<file path="src/rtl/lsu_arb_pkg.sv">
// Shared types, LSU address map and decode-error check for lsu_arbiter.
package lsu_arb_pkg;

  typedef enum logic [1:0] {
    IDLE  = 2'd0,
    ISSUE = 2'd1,
    RESP  = 2'd2
  } state_e;

  // Address map, inclusive bounds, byte addresses.
  localparam logic [31:0] DMEM_BASE   = 32'h0000_0000;
  localparam logic [31:0] DMEM_END    = 32'h0000_07FF;
  localparam logic [31:0] OUT_IO_BASE = 32'h0000_0800;
  localparam logic [31:0] OUT_IO_END  = 32'h0000_08AF;
  localparam logic [31:0] IN_IO_BASE  = 32'h0000_0900;
  localparam logic [31:0] IN_IO_END   = 32'h0000_091F;

  // Inclusive range test written as an offset compare so a zero base is not a trivial compare.
  function automatic logic in_range(input logic [31:0] addr, input logic [31:0] base,
                                    input logic [31:0] last);
    return (addr - base) <= (last - base);
  endfunction

  // Decode error: address outside every region, or a store into the read-only input IO block.
  function automatic logic addr_err(input logic [31:0] addr, input logic we);
    logic ok;
    ok = in_range(addr, DMEM_BASE, DMEM_END)
      || in_range(addr, OUT_IO_BASE, OUT_IO_END)
      || (in_range(addr, IN_IO_BASE, IN_IO_END) && !we);
    return !ok;
  endfunction

endpackage

</file>
<file path="src/rtl/rr_arbiter.sv">
// Combinational arbiter: fixed priority (MODE=0) or round-robin from ptr (MODE=1),
// with an optional lock restricting eligibility to a single requester.
module rr_arbiter #(
  parameter int N    = 2,
  parameter int MODE = 1,
  parameter int PW   = (N > 1) ? $clog2(N) : 1
) (
  input  logic [N-1:0]  req,
  input  logic [PW-1:0] ptr,
  input  logic          lock_valid,
  input  logic [PW-1:0] lock_idx,
  output logic [N-1:0]  grant,
  output logic [PW-1:0] grant_idx
);

  logic [N-1:0]  eligible;
  logic [PW-1:0] idx;
  logic          found;

  // Pick the first eligible requester, scanning from index 0 or from ptr.
  always_comb begin
    // NOTE: every variable gets a default before any branch so no path infers a latch.
    eligible  = req;
    grant     = '0;
    grant_idx = '0;
    idx       = '0;
    found     = 1'b0;
    if (lock_valid) begin
      for (int i = 0; i < N; i++) begin
        eligible[i] = req[i] && (PW'(i) == lock_idx);
      end
    end
    for (int i = 0; i < N; i++) begin
      if (MODE == 0) idx = PW'(i);
      else           idx = PW'((int'(ptr) + i) % N);
      if (!found && eligible[idx]) begin
        found      = 1'b1;
        grant[idx] = 1'b1;
        grant_idx  = idx;
      end
    end
  end

endmodule

</file>
<file path="src/rtl/lsu_arbiter.sv">
// Shares one LSU port between N_REQ masters: arbitration, 3-cycle IDLE/ISSUE/RESP
// sequencing, decode-error suppression of stores, and per-master lock.
module lsu_arbiter
  import lsu_arb_pkg::*;
#(
  parameter int N_REQ    = 2,
  parameter int ARB_MODE = 1,
  parameter int ADDR_W   = 12,
  parameter int DATA_W   = 32
) (
  input  logic                     clk,
  input  logic                     rst_i,
  input  logic [N_REQ-1:0]         req_valid_i,
  input  logic [N_REQ*ADDR_W-1:0]  req_addr_i,
  input  logic [N_REQ-1:0]         req_we_i,
  input  logic [N_REQ*DATA_W-1:0]  req_wdata_i,
  input  logic [N_REQ*3-1:0]       req_sel_i,
  input  logic [N_REQ-1:0]         req_lock_i,
  output logic [N_REQ-1:0]         req_ready_o,
  output logic [N_REQ-1:0]         rsp_valid_o,
  output logic                     rsp_err_o,
  output logic [DATA_W-1:0]        rsp_rdata_o,
  output logic [ADDR_W-1:0]        addr_o,
  output logic [DATA_W-1:0]        st_data_o,
  output logic                     st_en_o,
  output logic [2:0]               ld_st_sel_o,
  input  logic [DATA_W-1:0]        ld_data_i
);

  localparam int PW = (N_REQ > 1) ? $clog2(N_REQ) : 1;

  state_e            state;
  logic [PW-1:0]     rr_ptr;
  logic [PW-1:0]     owner;
  logic [PW-1:0]     lock_owner;
  logic              lock_valid;
  logic              lat_we;
  logic              lat_err;
  logic              st_en_q;

  logic [N_REQ-1:0]  grant;
  logic [PW-1:0]     grant_idx;
  logic [N_REQ-1:0]  owner_mask;
  logic [ADDR_W-1:0] sel_addr;
  logic [DATA_W-1:0] sel_wdata;
  logic [2:0]        sel_sel;
  logic              sel_we;
  logic              sel_err;

  rr_arbiter #(
    .N    (N_REQ),
    .MODE (ARB_MODE),
    .PW   (PW)
  ) u_arb (
    .req        (req_valid_i),
    .ptr        (rr_ptr),
    .lock_valid (lock_valid),
    .lock_idx   (lock_owner),
    .grant      (grant),
    .grant_idx  (grant_idx)
  );

  // Mux the winning master's request fields and decode its address.
  always_comb begin
    sel_addr  = req_addr_i[int'(grant_idx)*ADDR_W +: ADDR_W];
    sel_wdata = req_wdata_i[int'(grant_idx)*DATA_W +: DATA_W];
    sel_sel   = req_sel_i[int'(grant_idx)*3 +: 3];
    sel_we    = req_we_i[grant_idx];
    sel_err   = addr_err(32'(sel_addr), sel_we);
    for (int i = 0; i < N_REQ; i++) begin
      owner_mask[i] = (PW'(i) == owner);
    end
  end

  // Grant is only offered in IDLE and never while reset is held.
  assign req_ready_o = (state == IDLE && !rst_i) ? grant : '0;

  // Reset in ISSUE must kill the store in that same cycle, so gate the registered enable.
  assign st_en_o = st_en_q && !rst_i;

  // Load data arrives from the LSU during RESP; zero for stores and decode errors.
  assign rsp_rdata_o = (state == RESP && !lat_we && !lat_err) ? ld_data_i : '0;

  // Access sequencer: handshake in IDLE, drive LSU in ISSUE, respond and update lock in RESP.
  always_ff @(posedge clk) begin
    // NOTE: sequential state uses <= only, so every register here sees pre-edge values.
    if (rst_i) begin
      state       <= IDLE;
      rr_ptr      <= '0;
      owner       <= '0;
      lock_owner  <= '0;
      lock_valid  <= 1'b0;
      lat_we      <= 1'b0;
      lat_err     <= 1'b0;
      st_en_q     <= 1'b0;
      addr_o      <= '0;
      st_data_o   <= '0;
      ld_st_sel_o <= '0;
      rsp_valid_o <= '0;
      rsp_err_o   <= 1'b0;
    end else begin
      case (state)
        IDLE: begin
          if (|grant) begin
            owner       <= grant_idx;
            lat_we      <= sel_we;
            lat_err     <= sel_err;
            addr_o      <= sel_addr;
            st_data_o   <= sel_wdata;
            ld_st_sel_o <= sel_sel;
            st_en_q     <= sel_we && !sel_err;
            if (ARB_MODE == 1) begin
              rr_ptr <= (grant_idx == PW'(N_REQ - 1)) ? '0 : grant_idx + PW'(1);
            end
            state <= ISSUE;
          end
        end
        ISSUE: begin
          st_en_q     <= 1'b0;
          rsp_valid_o <= owner_mask;
          rsp_err_o   <= lat_err;
          state       <= RESP;
        end
        RESP: begin
          rsp_valid_o <= '0;
          rsp_err_o   <= 1'b0;
          addr_o      <= '0;
          st_data_o   <= '0;
          ld_st_sel_o <= '0;
          lock_valid  <= req_lock_i[owner];
          lock_owner  <= owner;
          state       <= IDLE;
        end
        default: state <= IDLE;
      endcase
    end
  end

endmodule
</file>
<file path="config.mk">
export PLATFORM = sky130hd
export DESIGN_NAME = lsu_arbiter
export DESIGN_NICKNAME = d
export VERILOG_FILES = /design/src/rtl/lsu_arb_pkg.sv /design/src/rtl/rr_arbiter.sv /design/src/rtl/lsu_arbiter.sv
export SDC_FILE = /design/constraint.sdc
export NUM_CORES = 1
export LEC_CHECK = 0
export CAP_MARGIN = 20
export CORE_MARGIN = 1
export CORE_UTILIZATION = 35
export DETAILED_ROUTE_END_ITERATION = 8
export HOLD_SLACK_MARGIN = 0.06
export PLACE_DENSITY = 0.8
export SKIP_CTS_REPAIR_TIMING = 1
export SLEW_MARGIN = 20
export SYNTH_ARGS = -nofsm -noshare
export SYNTH_HDL_FRONTEND = slang
export SYNTH_SLANG_ARGS = --single-unit
</file>
<file path="constraint.sdc">
create_clock -name clk -period 4.1 [get_ports clk]
set_clock_uncertainty 0.1 [all_clocks]
set_input_delay 0.41 -clock clk [delete_from_list [all_inputs] [get_ports clk]]
set_output_delay 0.41 -clock clk [all_outputs]
set_load 0.02 [all_outputs]
</file>
==> flow_summary.yaml <==
outcome:
  status: "completed"
critical_path:
  crit_buf_inv: 2
  worstPathArrival_ns: 2.59
  worst-path-stages: 5
  r2r_start: "state[0]"
  path_cells: "clkdlybuf4s50_1 -> or3b_4 -> nand3_2 -> nor2_1 -> clkdlybuf4s50_1"
  crit_start: "req_valid_i[0]"
  ff2ff_path_depth: 7
  critPathLaunchType: "input port"
  required_ns: 3.59
  crit_end: "req_ready_o[1]"
  crit_fanout: 48
  crit_path_frequent_cell: "clkdlybuf4s50_1"
  worstSetupPathType: "input port to primary output"
  path_delay_family: "buffers and inverters"
  r2r_setup_slack_ns: 1.87
  worstSetupEndpointType: "primary output"
  reg2reg_to: "st_data_o[2]"
  slowest_delay_ns: 0.69
  cpMaxStageDelayCell: "or3b_4"
synth:
  syn_area_per_cell_um2: 8.14
  seq_area_frac_synth: 0.319
  yosysUniqueCellTypes: 42
  syn_area_um2: 3700
  synthTopCellsByCount: "59 x dfxtp_1, 53 x a21oi_1, 48 x nand2_1"
  synth_flop_cell: "dfxtp_1"
  yosysTopAreaCell: "dfxtp_1"
  synthTopCellsByArea: "dfxtp_1 32%, o31ai_1 9.1%, a21bo_1 8.9%"
  yosysMostFrequentCell: "dfxtp_1"
  netlist_instances: 455
  ys_seq_elements: 59
  synthesis.nets: 593
  async_flop_share: 0
  synth_top_area_share: 0.319
  synth-edff-count: 0
  yosysWarnings: 0
pwr:
  p_sw_mw: 0.788
  swShare: 0.359
  power_frac_comb: 0.446
  power.internal_mw: 1.40
  irDropWorstVdd_mv: 0.176
  totalPowerFinal_mw: 2.19
  p_per_area_nw_per_um2: 361
  p_leak_nw: 2.21
  p_seq_frac: 0.321
  clock_power_share: 0.234
detailed_routing:
  drcViolationCount: 0
  first_pass_iters: 5
  drt_iter0_markers: 218
  vias_per_cell: 5.41
  routedWlPerCell_um: 17.5
  ant_nets: 0
  postRouteWirelength_um: 13600
  vias: 4223
global_route:
  overflow: 0
  antenna_found_initial: 0
  grt_usage: 0.248
  grt_pass1_vias: 4482
  grt_pass1_wl_um: 21700
  grt_max_degree: 61
timing:
  post-route-min-period_ns: 3.10
  hold-worst-slack_ns: 0.350
  rsz0062_at_grt: "false"
  maxClockFrequency_ghz: 0.322
  fin_crit_sh: 0.757
  hold_violations: 0
  fin_ws_ns: 0.996
  relSlewSlack: 0.489
  slew_violations: 0
  setup-tns-final_ns: 0
  setup_viol: 0
  tightest_slew_ns: 0.766
cells_and_area:
  stdcell_area_um2: 6070
  fillers: 931
  finalNetCount: 778
  utilization: 0.591
  instances_no_fill: 780
  drive_gt1_frac: 0.0761
  antenna_cells: 0
  area_growth_pct: 64.0
place:
  hpwl_um: 9260
  dpl.cell_count: 765
  pre_cts_ws_ns: 0.989
  dpl_cell_area_um2: 5890
  gp_congestion: 0.798
  port_buffers: 218
floorplan:
  start_util: 0.360
  die_y_um: 105
  row_count: 37
  core_um2: 10300
  chipWidth_um: 105
  dieArea_um2: 11000
  io_pins: 219
clocking:
  cts-buffers-inserted: 9
  cts_tree: "yes"
  clock_path_buffers: 2
  clkTransAtPathRegs_ns: 0.07
  clock-sinks: 59
  ctsRootBufferMaster: "clkbuf_8"
  clock_latency_ns: 0.33
  cts_htree_levels: 3
min_path:
  hold_class: "flip-flop to flip-flop"
job:
  maxCapViolations: 0
-- cell families after synthesis --
logic type,after synthesis,share of synthesized area
simple gates,165,0.245
compound gates,160,0.321
buf+inv,59,0.0801
flops,59,0.319
mux,8,0.0220
fa+ha+maj,4,0.0135
-- flip-flops by register name (all words and copies together) (netlist names) --
name / flops
st_data_o: 32
state: 2
rsp_valid_o: 2
owner: 1
st_en_q: 1
rsp_err_o: 1
ld_st_sel_o: 3
lock_owner: 1
addr_o: 12
lock_valid: 1
lat_we: 1
lat_err: 1
rr_ptr: 1
-- layer usage --
layer	global-route usage	share of wire	up-vias
li1	-	-	2040
met1	0.279	0.40	1968
met2	0.441	0.50	188
met3	0.0586	0.073	27
met4	0.115	0.027	0
met5	0	0	-
-- cells in the final DEF, fill, tap and decap left out, types with 4 or more instances in the layout --
cell type,count
o31ai_1,45
nand2_1,48
and2_1,32
a21bo_1,33
ha_1,4
a21oi_1,53
inv_1,6
buf_4,8
clkdlybuf4s50_1,216
dfxtp_1,59
clkbuf_8,9
mux2i_1,7
nand2b_1,4
nor2_1,12
clkinv_2,4
nand4_1,47
a21bo_2,12
-- worst register-to-register path, stage by stage (launching register included) --
cell and delay (ns):
dfxtp_1 0.33, inv_1 0.11, ha_1 0.34, o21ai_1 0.20, a211oi_4 0.24, buf_4 0.40
a21bo_1 0.32, a21oi_1 0.13
-- area by class of cell --
type                       count  area [um2]  area share
clock buffer                   9         124      0.0204
sequential                    59        1180       0.194
inverter                       6        22.5     0.00371
timing repair buffer         227        2250       0.371
multi-input combinational    337        2270       0.373
tap                          136         170      0.0280
clock inverter                 6        57.6     0.00948
-- power groups by stage --
stage | combinational (mW) | clock (mW) | sequential (mW)
2_1_floorplan | 0.499 | 0 | 0.791
3_3_place_gp | 0.958 | 0 | 0.711
3_5_place_dp | 0.977 | 0 | 0.716
4_1_cts | 0.981 | 0.521 | 0.703
5_1_grt | 1.05 | 0.551 | 0.713
6_report | 0.978 | 0.512 | 0.703
-- worst min-delay path by stage --
stage / startpoint / to / slack (ns) / depth (start not counted)
detailed placement: st_data_o[24] / st_data_o[24] / 0.34 / 2
CTS: req_valid_i[1] / owner / 0.35 / 3
global route: req_valid_i[1] / owner / 0.37 / 3
finish: addr_o[6] / addr_o[6] / 0.35 / 2
floorplan: lat_err / rsp_err_o / 0.37 / 2
global placement: st_data_o[15] / st_data_o[15] / 0.34 / 2
Power figures use the tool's default switching activity.
